==> src/rtl/ami_w.sv <==
// AXI4 master write interface: user command/beat stream to AXI AW/W/B channels.
// Generates WLAST from the command length and bounds outstanding bursts.
package asi_pkg;
    localparam int unsigned AXI_IW     = 4;
    localparam int unsigned AXI_AW     = 32;
    localparam int unsigned AXI_LW     = 8;
    localparam int unsigned AXI_SW     = 3;
    localparam int unsigned AXI_BURSTW = 2;
    localparam int unsigned AXI_DW     = 32;
    localparam int unsigned AXI_WSTRBW = AXI_DW / 8;
    localparam int unsigned AXI_BRESPW = 2;

    typedef struct packed {
        logic [AXI_IW-1:0]     id;
        logic [AXI_AW-1:0]     addr;
        logic [AXI_LW-1:0]     len;
        logic [AXI_SW-1:0]     size;
        logic [AXI_BURSTW-1:0] burst;
    } aw_t;
endpackage

module ami_w
    import asi_pkg::*;
#(
    parameter int unsigned MST_OD = 4
) (
    input  logic                  ACLK,
    input  logic                  ARESET,
    input  logic [AXI_IW-1:0]     u_awid,
    input  logic [AXI_AW-1:0]     u_awaddr,
    input  logic [AXI_LW-1:0]     u_awlen,
    input  logic [AXI_SW-1:0]     u_awsize,
    input  logic [AXI_BURSTW-1:0] u_awburst,
    input  logic                  u_awvalid,
    output logic                  u_awready,
    input  logic [AXI_DW-1:0]     u_wdata,
    input  logic [AXI_WSTRBW-1:0] u_wstrb,
    input  logic                  u_wvalid,
    output logic                  u_wready,
    output logic [AXI_IW-1:0]     u_bid,
    output logic [AXI_BRESPW-1:0] u_bresp,
    output logic                  u_bvalid,
    input  logic                  u_bready,
    output logic [AXI_IW-1:0]     AWID,
    output logic [AXI_AW-1:0]     AWADDR,
    output logic [AXI_LW-1:0]     AWLEN,
    output logic [AXI_SW-1:0]     AWSIZE,
    output logic [AXI_BURSTW-1:0] AWBURST,
    output logic                  AWVALID,
    input  logic                  AWREADY,
    output logic [AXI_DW-1:0]     WDATA,
    output logic [AXI_WSTRBW-1:0] WSTRB,
    output logic                  WLAST,
    output logic                  WVALID,
    input  logic                  WREADY,
    input  logic [AXI_IW-1:0]     BID,
    input  logic [AXI_BRESPW-1:0] BRESP,
    input  logic                  BVALID,
    output logic                  BREADY
);
    localparam int unsigned CW = $clog2(MST_OD) + 1;
    localparam int unsigned PW = $clog2(MST_OD);

    typedef enum logic {W_IDLE, W_DATA} w_state_t;

    aw_t               aw_q;
    logic              aw_vld_q;
    logic [CW-1:0]     od_cnt_q;
    logic [CW-1:0]     q_cnt_q;
    logic [PW-1:0]     q_wr_q;
    logic [PW-1:0]     q_rd_q;
    logic [AXI_LW-1:0] len_mem [MST_OD];
    w_state_t          w_state_q, w_state_d;
    logic [AXI_LW-1:0] beat_cnt_q, beat_cnt_d;
    logic              q_pop;
    logic              q_empty;
    logic              aw_acc;
    logic              b_hs;
    logic              b_take;

    assign u_awready = ~ARESET & (~aw_vld_q | AWREADY)
                     & (od_cnt_q < CW'(MST_OD)) & (q_cnt_q < CW'(MST_OD));
    assign aw_acc    = u_awvalid & u_awready;
    assign q_empty   = (q_cnt_q == '0);
    assign BREADY    = ~u_bvalid | u_bready;
    assign b_hs      = BVALID & BREADY;
    assign b_take    = u_bvalid & u_bready;

    assign AWID    = aw_q.id;
    assign AWADDR  = aw_q.addr;
    assign AWLEN   = aw_q.len;
    assign AWSIZE  = aw_q.size;
    assign AWBURST = aw_q.burst;
    assign AWVALID = aw_vld_q;

    // AW register slice; an accept during AWREADY reloads without a bubble
    always_ff @(posedge ACLK) begin
        if (ARESET) begin
            aw_vld_q <= 1'b0;
            aw_q     <= '0;
        end else if (aw_acc) begin
            aw_vld_q <= 1'b1;
            aw_q     <= '{id: u_awid, addr: u_awaddr, len: u_awlen,
                          size: u_awsize, burst: u_awburst};
        end else if (AWREADY) begin
            aw_vld_q <= 1'b0;
        end
    end

    always_ff @(posedge ACLK) begin
        if (aw_acc) begin
            len_mem[q_wr_q] <= u_awlen;
        end
    end

    // Length queue pointers; depth is a power of two so pointers wrap naturally
    always_ff @(posedge ACLK) begin
        if (ARESET) begin
            q_wr_q  <= '0;
            q_rd_q  <= '0;
            q_cnt_q <= '0;
        end else begin
            if (aw_acc) q_wr_q <= q_wr_q + PW'(1);
            if (q_pop)  q_rd_q <= q_rd_q + PW'(1);
            q_cnt_q <= q_cnt_q + CW'(aw_acc) - CW'(q_pop);
        end
    end

    always_ff @(posedge ACLK) begin
        if (ARESET) begin
            w_state_q  <= W_IDLE;
            beat_cnt_q <= '0;
        end else begin
            w_state_q  <= w_state_d;
            beat_cnt_q <= beat_cnt_d;
        end
    end

    // W sequencing: beat_cnt counts down remaining beats; last beat chains the next burst
    always_comb begin
        w_state_d  = w_state_q;
        beat_cnt_d = beat_cnt_q;
        q_pop      = 1'b0;
        WVALID     = 1'b0;
        u_wready   = 1'b0;
        WLAST      = 1'b0;
        WDATA      = u_wdata;
        WSTRB      = u_wstrb;
        case (w_state_q)
            W_IDLE: begin
                if (!q_empty) begin
                    q_pop      = 1'b1;
                    beat_cnt_d = len_mem[q_rd_q];
                    w_state_d  = W_DATA;
                end
            end
            W_DATA: begin
                WVALID   = u_wvalid;
                u_wready = WREADY;
                WLAST    = (beat_cnt_q == '0);
                if (u_wvalid && WREADY) begin
                    if (beat_cnt_q != '0) begin
                        beat_cnt_d = beat_cnt_q - AXI_LW'(1);
                    end else if (!q_empty) begin
                        q_pop      = 1'b1;
                        beat_cnt_d = len_mem[q_rd_q];
                    end else begin
                        w_state_d = W_IDLE;
                    end
                end
            end
            default: w_state_d = W_IDLE;
        endcase
    end

    // One-entry B holding register
    always_ff @(posedge ACLK) begin
        if (ARESET) begin
            u_bvalid <= 1'b0;
            u_bid    <= '0;
            u_bresp  <= '0;
        end else if (b_hs) begin
            u_bvalid <= 1'b1;
            u_bid    <= BID;
            u_bresp  <= BRESP;
        end else if (u_bready) begin
            u_bvalid <= 1'b0;
        end
    end

    always_ff @(posedge ACLK) begin
        if (ARESET) begin
            od_cnt_q <= '0;
        end else begin
            case ({aw_acc, b_take})
                2'b10:   od_cnt_q <= od_cnt_q + CW'(1);
                2'b01:   if (od_cnt_q != '0) od_cnt_q <= od_cnt_q - CW'(1);
                default: od_cnt_q <= od_cnt_q;
            endcase
        end
    end
endmodule

==> config.mk <==
export PLATFORM = sky130hd
export DESIGN_NAME = ami_w
export DESIGN_NICKNAME = d
export VERILOG_FILES = /design/src/rtl/ami_w.sv
export SDC_FILE = /design/constraint.sdc
export NUM_CORES = 1
export LEC_CHECK = 0
export CAP_MARGIN = 25
export CORE_UTILIZATION = 46
export DETAILED_ROUTE_END_ITERATION = 10
export GPL_TIMING_DRIVEN = 0
export PLACE_DENSITY_LB_ADDON = 0.1
export SLEW_MARGIN = 40
export SYNTH_ARGS = -nofsm -noshare
export SYNTH_HDL_FRONTEND = slang
export SYNTH_SLANG_ARGS = --single-unit
==> constraint.sdc <==
create_clock -name ACLK -period 5.78 [get_ports ACLK]
set_input_delay 1.734 -clock ACLK [delete_from_list [all_inputs] [get_ports ACLK]]
set_output_delay 1.734 -clock ACLK [all_outputs]
set_load 0.01 [all_outputs]
==> flow_summary.json <==
{
  "port_buffers": 159,
  "p_total_uw": 2191,
  "swShare_pct": 32.70,
  "r2r-start": "od_cnt_q[2]",
  "die_h_um": 103.2,
  "cp_max_fo": 9,
  "relSlewSlack_pct": 56.54,
  "cts.sinks": 110,
  "criticalPathCategory": "primary input to output pin",
  "grt.overflow.total": 0,
  "drc": 0,
  "wl_per_cell_um": 14.49,
  "cts_resized": 0,
  "cts_buffers": 9,
  "h-tree-depth": 3,
  "cp.required_ns": 4.05,
  "p_seq_share_pct": 43.6,
  "viasPerCell": 5.049,
  "hp-class": "register to register",
  "drv_cap": 0,
  "io_pins": 197,
  "num_vias": 3979,
  "syn_area_um2": 4712,
  "setup_violations": 0,
  "globalRouteTotalUtil_pct": 21.31,
  "dieArea_um2": 10650,
  "multiInputGateArea_um2": 1763,
  "p_int_uw": 1474,
  "syn_nets": 589,
  "synth_top_area_share_pct": 33.14,
  "layout.cells.non_filler": 788,
  "critPathLaunchType": "primary input",
  "cts-root-buf": "clkbuf_8",
  "yosysTopAreaCell": "dfxtp_1",
  "synthArstFlopShare_pct": 0,
  "final_nets": 759,
  "p_sw_uw": 716.6,
  "clock_skew_ns": 0.01542,
  "cts_tree": "done",
  "grt_pass1_vias": 3753,
  "utilization_pct": 67.85,
  "place_hpwl_mm": 8.543,
  "ys.flop_type": "dfxtp_1",
  "drive_gt1_share_pct": 11.60,
  "cp-startpoint": "u_bready",
  "clock_power_share_pct": 23.0,
  "min-delay-start": "AWLEN[2]",
  "final_area_um2": 6693,
  "endpoint_kind": "output pin",
  "yosysWarningCount": 0,
  "finalWirelength_mm": 11.42,
  "grt_pass1_wl_mm": 17.37,
  "place_inst": 772,
  "area_growth_pct": 42.03,
  "start_util_pct": 47.77,
  "grt_max_degree": 21,
  "ir_drop_mv": 0.1679,
  "finalMaxSlewViolations": 0,
  "hold_viol_final": 0,
  "clkTransAtPathRegs_ns": 0.11,
  "core_area_um2": 9864,
  "outcome": "complete, no violations",
  "first_iter_violations": 120,
  "synth_cells": 480,
  "period_needed_ns": 5.085,
  "gp_congestion": 0.8056,
  "synth_edf_count": 32,
  "insertedDiodeCount": 0,
  "syn_area_per_cell_um2": 9.817,
  "p_leak_uw": 0.002423,
  "rsz0062_at_grt": "no",
  "synthTopCellsByArea": "dfxtp_1 (33%), edfxtp_1 (20%), nand2_1 (9.1%)",
  "clock_latency_ns": 0.37,
  "post_cts_buffers": 0,
  "fin_crit_sh_pct": 87.98,
  "num_rows": 36,
  "powerDensity_nw_per_um2": 327.4,
  "combPwrFrac_pct": 33.4,
  "die_x_um": 103.2,
  "ys_ff_latch": 110,
  "postCtsHoldBufs": 0,
  "dr.pass1.iters": 4,
  "cp.arrival_ns": 3.35,
  "final-seq-area_um2": 2522,
  "antenna_found_initial": 0,
  "placed_cell_area_um2": 6470,
  "fillCellCount": 779,
  "fmax_mhz": 196.6,
  "ant_nets": 0,
  "synth_seq_area_share_pct": 53.53,
  "worst_pin_slew_ns": 0.6470,
  "clk_path_buf_depth": 2,
  "yosysUniqueCellTypes": 52,
  "tns_ns": 0
}
==> registers in the layout (all words and copies together), names as in the netlist, 2 cells and up, named ones only <==
| name | cells |
|---|---|
| od_cnt_q | 3 |
| len_mem | 32 |
| q_rd_q | 2 |
| u_bid | 4 |
| AWLEN | 8 |
| AWADDR | 32 |
| AWID | 4 |
| AWSIZE | 3 |
| u_bresp | 2 |
| q_wr_q | 2 |
| beat_cnt_q | 8 |
| AWBURST | 2 |
| q_cnt_q | 3 |
==> cells in the mapped netlist (2+ instances only) <==
cell type and number:
nand2_1 114, dfxtp_1 78, a21oi_1 63, buf_4 37, edfxtp_1 32, clkbuf_1 18
nor2_1 15, inv_1 13, nand3_1 11, ha_1 8, mux4_2 8, and2_1 7
a31oi_1 6, mux2i_1 6, nand2b_1 5, buf_2 4, o22ai_1 4, xnor2_1 4
or3_1 3, or4_1 3, a211oi_1 2, a31o_2 2, a41oi_1 2, fa_1 2
nand3b_1 2, nor2b_1 2, nor3_1 2, o211ai_1 2, o21ai_0 2
==> cell usage in the layout, fill, tap and decap left out, types with 4 or more instances in the layout <==
cell               n
a31oi_1            6
nor2_1            15
mux4_2             8
ha_1               8
clkbuf_8          10
dfxtp_1           78
xnor2_1            4
mux2i_1            6
nand2b_1           5
buf_2              4
and2_1             7
buf_4             37
nand3_1           11
nand2_1          114
clkdlybuf4s50_1  159
o22ai_1            4
inv_1             13
a21oi_1           63
clkbuf_1          18
edfxtp_1          32
==> per-stage QoR <==
step                worst slack (ns)  hold slack [ns]
floorplan                      1.915           0.4692
global placement              0.7557           0.4408
detailed placement            0.7008           0.4453
CTS                           0.6994           0.4615
global route                  0.6444           0.4737
finish                        0.6947           0.4602
==> cells by family (layout without fill, tap and decap cells) <==
logic type / count (synthesis) / after routing / share of synthesized area, %
mux: 15 / 15 / 5.337
flops: 110 / 110 / 53.53
compound gates: 95 / 95 / 12.19
xor+xnor: 4 / 4 / 0.7434
buf+inv: 75 / 250 / 9.055
simple gates: 171 / 171 / 16.17
fa+ha+maj: 10 / 10 / 2.974
==> critical path: stages <==
cell and delay (ns):
clkdlybuf4s50_1 0.56, nand2b_1 0.13, clkbuf_1 0.31, clkdlybuf4s50_1 0.61
==> worst paths after layout <==
kind,to,slack [ns],cells past startpoint
worst max-delay path,BREADY,0.69,4
worst min-delay path,AWLEN[2],0.46,2
worst max register to register,od_cnt_q[1],2.86,9
worst min register to register,AWLEN[2],0.46,2
==> final cells by class <==
class	count	share of cell area (%)
repair buffers	159	23.78
multi-input cells	295	26.34
well taps	133	2.486
clock inverters	6	1.271
flip-flops and latches	110	37.69
inverters	14	0.7852
clock buffers	10	2.056
plain buffers	61	5.590
==> metal layers <==
metal	vias up	routed length, um	GRT usage (%)	part of all wire (%)
li1	1951	-	-	-
met1	1868	4505	24.33	39
met2	148	5959	38.51	52
met3	12	806	5.645	7.1
met4	0	150	7.476	1.3
met5	-	0	0	0
==> power groups by stage <==
| stage | logic (uW) | registers [uW] | clock network (uW) |
|---|---|---|---|
| 5_1_grt | 812 | 969 | 541 |
| 3_3_place_gp | 706 | 968 | 0 |
| 3_5_place_dp | 736 | 973 | 0 |
| 4_1_cts | 739 | 956 | 516 |
| 6_report | 732 | 956 | 503 |
| 2_1_floorplan | 465 | 972 | 0 |
Note: power is estimated with default switching activity, not from simulation.
